**config.mk**
```make
export PLATFORM = sky130hd
export DESIGN_NAME = io_port_controller
export DESIGN_NICKNAME = d
export VERILOG_FILES = /design/src/rtl/io_port_controller.sv
export SDC_FILE = /design/constraint.sdc
export NUM_CORES = 1
export LEC_CHECK = 0
export BUFFER_PORTS_ARGS = -buffer_cell sky130_fd_sc_hd__buf_2
export CAP_MARGIN = 10
export CORE_MARGIN = 2
export CORE_UTILIZATION = 40
export CTS_CLUSTER_DIAMETER = 40
export DETAILED_ROUTE_END_ITERATION = 12
export PLACE_DENSITY_LB_ADDON = 0.12
export RECOVER_POWER = 50
export SLEW_MARGIN = 20
export SYNTH_ARGS = -nofsm -noshare
export SYNTH_HDL_FRONTEND = slang
export SYNTH_SLANG_ARGS = --single-unit
```
**constraint.sdc**
```tcl
create_clock -name clk -period 1.5 [get_ports clk]
set_input_delay 0.15 -clock clk [delete_from_list [all_inputs] [get_ports clk]]
set_output_delay 0.15 -clock clk [all_outputs]
set_load 0.1 [all_outputs]
```
**src/rtl/io_port_controller.sv**
```systemverilog
// rtl/io_port_controller.sv - memory-mapped I/O port, input sampler and compare-match timer
// Optional input debounce is enabled by defining IO_DEBOUNCE_EN.
module io_port_controller #(
  parameter logic [31:0] IO_BASE         = 32'h1001_0100,
  parameter int          IN_WIDTH        = 8,
  parameter int          DEBOUNCE_CYCLES = 4
) (
  input  logic                clk,
  input  logic                reset,
  input  logic [31:0]         Address,
  input  logic [31:0]         WriteData,
  input  logic                MemWrite,
  input  logic                MemRead,
  output logic [31:0]         ReadData,
  output logic                Select,
  input  logic [IN_WIDTH-1:0] PortIn,
  output logic [31:0]         PortOut,
  output logic                Irq
);

  localparam logic [2:0] OFF_OUT  = 3'd0;
  localparam logic [2:0] OFF_IN   = 3'd1;
  localparam logic [2:0] OFF_STAT = 3'd2;
  localparam logic [2:0] OFF_CAP  = 3'd3;
  localparam logic [2:0] OFF_CTRL = 3'd4;
  localparam logic [2:0] OFF_TMR  = 3'd5;
  localparam logic [2:0] OFF_CMP  = 3'd6;

  logic [31:0]         out_q, out_d;
  logic [31:0]         timer_q, timer_d;
  logic [31:0]         cmp_q, cmp_d;
  logic [2:0]          ctrl_q, ctrl_d;
  logic                chg_q, chg_d;
  logic                tmr_q, tmr_d;
  logic [IN_WIDTH-1:0] s1_q, s2_q, prev_q, cap_q, cap_d;
  logic [IN_WIDTH-1:0] in_data;
  logic [2:0]          off;
  logic                wr, chg_set, tmr_match;

  assign Select = (Address[31:5] == IO_BASE[31:5]) && (Address[1:0] == 2'b00);
  assign off    = Address[4:2];
  assign wr     = MemWrite && Select;

`ifdef IO_DEBOUNCE_EN
  localparam int CW = $clog2(DEBOUNCE_CYCLES + 1);
  logic [IN_WIDTH-1:0] in_q, cand_q;
  logic [CW-1:0]       cnt_q, cnt_n;

  // cnt_n is the run length of s2 including this edge; a new candidate restarts at 1.
  assign cnt_n = (cnt_q != '0 && s2_q == cand_q) ? cnt_q + CW'(1) : CW'(1);

  always_ff @(posedge clk) begin
    if (reset) begin
      in_q   <= '0;
      cand_q <= '0;
      cnt_q  <= '0;
    end else if (s2_q == in_q) begin
      cnt_q  <= '0;
    end else if (cnt_n == CW'(DEBOUNCE_CYCLES)) begin
      in_q   <= s2_q;
      cnt_q  <= '0;
    end else begin
      cand_q <= s2_q;
      cnt_q  <= cnt_n;
    end
  end
  assign in_data = in_q;
`else
  logic unused_debounce;
  assign unused_debounce = (DEBOUNCE_CYCLES == 0);
  assign in_data = s2_q;
`endif

  assign chg_set   = (in_data != prev_q);
  assign tmr_match = ctrl_q[0] && (timer_q == cmp_q);

  always_comb begin
    out_d   = out_q;
    ctrl_d  = ctrl_q;
    cmp_d   = cmp_q;
    timer_d = timer_q;
    cap_d   = chg_set ? in_data : cap_q;
    // Sets are OR-ed in after the W1C clear so a coincident event is never lost.
    chg_d   = (chg_q & ~(wr && off == OFF_STAT && WriteData[0])) | chg_set;
    tmr_d   = (tmr_q & ~(wr && off == OFF_STAT && WriteData[1])) | tmr_match;
    if (ctrl_q[0]) timer_d = tmr_match ? 32'h0 : timer_q + 32'd1;
    if (wr) begin
      case (off)
        OFF_OUT:  out_d   = WriteData;
        OFF_CTRL: ctrl_d  = WriteData[2:0];
        OFF_TMR:  timer_d = WriteData;
        OFF_CMP:  cmp_d   = WriteData;
        default:  ;
      endcase
    end
  end

  always_ff @(posedge clk) begin
    if (reset) begin
      out_q   <= '0;
      timer_q <= '0;
      cmp_q   <= '0;
      ctrl_q  <= '0;
      chg_q   <= 1'b0;
      tmr_q   <= 1'b0;
      s1_q    <= '0;
      s2_q    <= '0;
      prev_q  <= '0;
      cap_q   <= '0;
    end else begin
      out_q   <= out_d;
      timer_q <= timer_d;
      cmp_q   <= cmp_d;
      ctrl_q  <= ctrl_d;
      chg_q   <= chg_d;
      tmr_q   <= tmr_d;
      s1_q    <= PortIn;
      s2_q    <= s1_q;
      prev_q  <= in_data;
      cap_q   <= cap_d;
    end
  end

  always_comb begin
    ReadData = 32'h0;
    if (MemRead && Select) begin
      case (off)
        OFF_OUT:  ReadData = out_q;
        OFF_IN:   ReadData = 32'(in_data);
        OFF_STAT: ReadData = {30'h0, tmr_q, chg_q};
        OFF_CAP:  ReadData = 32'(cap_q);
        OFF_CTRL: ReadData = {29'h0, ctrl_q};
        OFF_TMR:  ReadData = timer_q;
        OFF_CMP:  ReadData = cmp_q;
        default:  ReadData = 32'h0;
      endcase
    end
  end

  assign PortOut = out_q;
  assign Irq     = (chg_q & ctrl_q[1]) | (tmr_q & ctrl_q[2]);

endmodule

```
==> results of run 1 <==
## synthesized netlist by cell type, drive strengths merged, types with 2 or more instances
master	instances	share of area [%]
a211oi	5	0.55
a21oi	79	5.8
a221oi	6	0.77
a22oi	30	3.3
a31oi	3	0.28
and2	4	0.37
and3	7	0.72
and4	6	0.81
and4b	3	0.46
buf	30	3.6
clkbuf	37	2.0
dfxtp	133	39
inv	6	0.33
mux2	5	0.83
mux2i	46	6.8
mux4	2	0.66
nand2	106	5.9
nand2b	3	0.28
nand3	35	2.7
nand3b	13	1.4
nand4	18	1.8
nor2	103	5.8
nor2b	29	2.8
nor3	5	0.52
nor4	7	0.74
nor4b	3	0.70
o21ai	13	0.96
o41ai	2	0.26
xnor2	53	6.8
xor2	17	2.2
## registers in the layout (all words and copies together) (netlist names), 3 cells and up
name     cells
cap_q        8
ctrl_q       3
s1_q         8
timer_q     32
prev_q       8
cmp_q       32
in_data      8
PortOut     32
## power by group through the flow
| stage | combinational (uW) | sequential [uW] | clock, uW |
|---|---|---|---|
| detailed placement | 576 | 3670 | 0 |
| floorplan | 242 | 3660 | 0 |
| global placement | 573 | 3670 | 0 |
| finish | 803 | 3590 | 3870 |
| global route | 849 | 3590 | 4050 |
| CTS | 762 | 3590 | 3900 |
## area by class of cell
type	count	area, sq um
multi-input combinational	608	4700
clock inverter	13	101
fill	1199	4590
clock buffer	19	443
tap	220	275
sequential	133	2700
timing repair buffer	390	3750
inverter	6	22.5
## routing by layer
| metal | track usage, % | vias up | routed length (microns) |
|---|---|---|---|
| met5 | 0 | - | 0 |
| met4 | 9.77 | 0 | 647 |
| met3 | 4.46 | 53 | 1480 |
| met2 | 47.8 | 277 | 13200 |
| met1 | 34.9 | 3571 | 10700 |
| li1 | - | 3492 | - |
## critical path, delay by kind of cell, from the launching register on
kind / cells / cell delay [ns]
DFF: 1 / 0.33
xor gates and xnor gates: 1 / 0.18
AOI/OAI and AO/OA: 1 / 0.09
buffers and inverters: 3 / 0.48
and+or+nand+nor: 4 / 0.72
## cell families (layout without fill, tap and decap cells)
family	count (synthesis)	in the layout	share of synthesized area [%]
buf+inv	73	428	5.95
xor+xnor	70	70	9.03
flops	133	133	39.2
fa+ha+maj	1	1	0.184
compound gates	141	141	12.3
simple gates	343	343	25.0
mux	53	53	8.28
## final timing paths
path                  from           to  slack (ns)  cells past startpoint
max               cmp_q[9]   timer_q[0]       -0.43                      9
min          WriteData[16]  PortOut[16]       0.007                      3
max reg2reg       cmp_q[9]   timer_q[0]       -0.43                      9
min reg2reg        s1_q[3]   in_data[3]        0.44                      1
## timing repair
item	CTS	global route
hold endpoints to repair	62	0
setup buffers	29	7
setup endpoints to repair	74	106
gates cloned	7	2
hold buffers	37	0
resized for setup	186	77
pin swaps	44	28
## per-stage QoR
| stage | instance area (sq um) | hold WS, ns |
|---|---|---|
| 2_1_floorplan | 7120 | 0.278 |
| 3_3_place_gp | 9610 | 0.357 |
| 3_5_place_dp | 9610 | 0.363 |
| 4_1_cts | 11500 | 0.000167 |
| 5_1_grt | 12000 | 0.0151 |
| 6_report | 12000 | 0.00654 |
==> reports/metrics.yaml, run 1 <==
fin_skew_ns: 0.00730
die-area_sq_um: 18000
worstPathArrival_ns: 2.24
vias: 7393
drc_errors: 0
period_share_pct: 129
p_leak_uw: 0.00470
fmax_mhz: 517
power_switching_uw: 2110
dp_hpwl_microns: 15800
yosysUniqueCellTypes: 51
ys_warn_count: 0
clock-sinks: 133
combPwrFrac_pct: 9.7
final_cells: 1389
initialDrtViolationCount: 574
cts_tree: "built"
path_cells: "xnor2_2 > buf_4 > nand4_1 > nor4_2 > nand4_1 > buf_6 > buf_12 > nand3b_1 > a31oi_1"
final_nets: 1233
ant_nets: 0
fp.dieH_microns: 134
postSynthAreaPerCell_sq_um: 8.34
tightestPinTransition_ns: 0.551
viasPerCell: 5.32
layout_commonest_cell: "buf_4"
synth_top_flop_cell: "dfxtp_1"
critPathMaxFanout: 8
synth_area_sq_um: 6790
clk_latency_ns: 0.43
setup_viol: 95
grt_antenna_before_repair: 0
synth-edff-count: 0
mostFrequentLayoutCells: "buf_4, dfxtp_1, nand2_1"
finalMaxSlewViolations: 0
critical_path.max_stage_delay_ns: 0.35
syn_to_final_growth_pct: 76.8
peakVddDrop_mv: 0.906
routed_wl_microns: 26000
cts_buffers: 17
post-place-ws_ns: -0.338
hold_viol: 0
initial_core_util_pct: 40.9
ys_ff_latch: 133
diodes: 0
rows: 47
crit_top_cell: "nand4_1"
async_reset_ff_share_pct: 0
start_kind: "register"
status: "finished with violations"
crit_slowest_cell: "nor4_2"
postLayoutCoreUtil_pct: 72.3
first_pass_iters: 5
clkTransAtPathRegs_ns: 0.06
yosysSeqAreaShare_pct: 39.2
worst_slack_ns: -0.435
portBuffers: 141
tns_ns: -23.99
slew_headroom_pct: 63.4
drive_above_1_share_pct: 50.3
clockBufferDepth: 2
post_drt_wl_per_cell_microns: 18.7
grt_max_degree: 44
end_kind: "register"
power_frac_seq_pct: 43.4
grt_pass1_wl_microns: 38800
power.density_nw_per_um2: 688
pwr-share-clk_pct: 46.8
place_inst: 1276
core_area_sq_um: 16600
syn_nets: 891
place.gp.congestion: 0.891
htreeDepth: 4
min_period_ns: 1.93
swShare_pct: 25.5
ctsRootBufferMaster: "clkbuf_16"
hold_path.class: "input port to register"
syn_inst: 814
die_w_microns: 134
first_global_vias: 7217
critical_path_class: "register to register"
p_int_uw: 6150
violations: "negative setup slack"
ios: 142
grt_usage_pct: 27.7
cp.required_ns: 1.80
rsz0062_at_grt: "yes"
total_power_uw: 8260
maxCapViolCount: 0
grt.overflow.total: 0
Power figures use the tool's default switching activity.
==> inputs of run 2 (changes only) <==
==> constraint.sdc (replaced) <==
create_clock -name clk -period 2.3 [get_ports clk]
set_input_delay 0.23 -clock clk [delete_from_list [all_inputs] [get_ports clk]]
set_output_delay 0.23 -clock clk [all_outputs]
set_load 0.1 [all_outputs]
==> run 2 against run 1 <==
Compared with the run above: the flow now finishes without violations; critical path depth decreased by 5; critical path type is now register to output pin; cell count fell by 15%; first-iteration DRC count is 29% lower; routed wire length decreased by 22%.
==> reports/metrics.yaml, run 2 (synthesized netlist as in run 1, its figures left out) <==
critPathMaxFanout: 7
viasPerCell: 5.30
die_w_microns: 134
final_area_sq_um: 9060
worst_hold_path.endpoint: "s1_q[0]"
die-area_sq_um: 18000
routed_wl_microns: 20200
clockBufferDepth: 2
fin_skew_ns: 0.00772
grt_antenna_before_repair: 0
ctsRootBufferMaster: "clkbuf_16"
period_share_pct: 90.0
first_pass_iters: 5
tightestPinTransition_ns: 1.41
hold_depth: 2
maxCapViolCount: 0
cts_buffers: 17
peakVddDrop_mv: 0.480
portBuffers: 141
placed_cell_area_sq_um: 8450
layout_commonest_cell: "dfxtp_1"
ios: 142
setup_viol: 0
cts_setup_buffers: 0
place.gp.congestion: 0.856
cp_top_family: "compound AO/OA/AOI/OAI gates"
ant_nets: 0
post_drt_wl_per_cell_microns: 17.2
fillCellCount: 1601
initialDrtViolationCount: 407
path_cells: "mux2_2 > a221oi_1 > a211oi_4 > buf_12"
multi_input_area_sq_um: 3990
htreeDepth: 4
p_int_uw: 4270
reg2reg_depth: 7
slew_headroom_pct: 6.12
first_global_vias: 6051
crit_slowest_cell: "a221oi_1"
seq_area_sq_um: 2660
drive_above_1_share_pct: 24.0
cp_num_buf_inv: 1
power.density_nw_per_um2: 611
fp.dieH_microns: 134
fmax_mhz: 483
final_cells: 1175
hold_start: "PortIn[0]"
combPwrFrac_pct: 5.5
rsz0062_at_grt: "no"
cp.required_ns: 2.07
cts_resized: 0
grt.overflow.total: 0
mostFrequentLayoutCells: "dfxtp_1, nand2_1, a21oi_1"
worstPathArrival_ns: 1.84
p_leak_uw: 0.00318
critical_path_class: "register to output pin"
initial_core_util_pct: 40.9
pwr-share-clk_pct: 52.2
min_period_ns: 2.07
hold_path.class: "input port to register"
end_kind: "output pin"
dp_hpwl_microns: 14300
grt_pass1_wl_microns: 32900
critical_path.max_stage_delay_ns: 0.47
clock-sinks: 133
diodes: 0
grt_max_degree: 70
power_switching_uw: 1260
vias: 6222
finalMaxSlewViolations: 0
power_frac_seq_pct: 42.3
clkTransAtPathRegs_ns: 0.06
total_power_uw: 5530
clk_latency_ns: 0.42
r2r_start: "timer_q[9]"
syn_to_final_growth_pct: 33.4
place_inst: 1141
start_kind: "register"
cts_tree: "built"
hold_viol: 0
rows: 47
final_nets: 1019
drc_errors: 0
status: "finished, final reports clean"
grt_usage_pct: 23.3
cts.hold.buffers_added: 2
r2r_end: "timer_q[8]"
regToRegSetupSlack_ns: 0.32
core_area_sq_um: 16600
swShare_pct: 22.8
[run 2: cell count changes in the layout (fill, tap and decap cells not counted), moves of 18 or more]
cell	delta
a21oi_1	+42
a21oi_2	-42
buf_12	-18
buf_4	-127
buf_6	-39
clkbuf_1	+32
dfxtp_1	+28
dfxtp_2	-26
dlygate4sd3_1	-35
nand3_1	+20
[run 2: power groups by stage]
stage	clock, uW	sequential, uW	combinational (uW)
3_5_place_dp	0	2390	304
2_1_floorplan	0	2390	157
3_3_place_gp	0	2390	304
5_1_grt	3070	2340	331
4_1_cts	2950	2340	307
6_report	2890	2340	305
[run 2: metal layers]
layer,vias up,GRT usage [%],share of wire [%]
met5,-,0,0
met4,0,8.07,1.4
met3,21,4.35,5.2
met2,180,38.2,49
met1,2956,30.8,45
li1,3065,-,-
[run 2: layout make-up]
type / instances / area share (%)
inverter: 6 / 0.249
tap: 220 / 3.04
clock buffer: 17 / 4.70
multi-input combinational: 608 / 44.1
sequential: 133 / 29.4
clock inverter: 15 / 2.27
timing repair buffer: 176 / 16.3
[run 2: metrics by stage]
stage	utilization [%]	hold WS, ns	worst slack [ns]	TNS, ns
3_5_place_dp	51.0	0.420	0.207	0
5_1_grt	54.6	0.00479	0.136	0
6_report	54.6	0.0172	0.229	0
3_3_place_gp	51.0	0.418	0.258	0
4_1_cts	54.9	0.0000590	0.201	0
2_1_floorplan	-	0.358	-0.530	-10.41
[run 2: worst max-delay path by stage]
| stage | slack [ns] | end | startpoint | cells past startpoint |
|---|---|---|---|---|
| 3_3_place_gp | 0.26 | ReadData[9] | Address[20] | 8 |
| 4_1_cts | 0.20 | ReadData[3] | timer_q[3] | 4 |
| 6_report | 0.23 | ReadData[3] | timer_q[3] | 4 |
| 3_5_place_dp | 0.21 | ReadData[31] | Address[21] | 8 |
| 2_1_floorplan | -0.53 | ReadData[4] | Address[25] | 6 |
| 5_1_grt | 0.14 | timer_q[1] | reset | 3 |
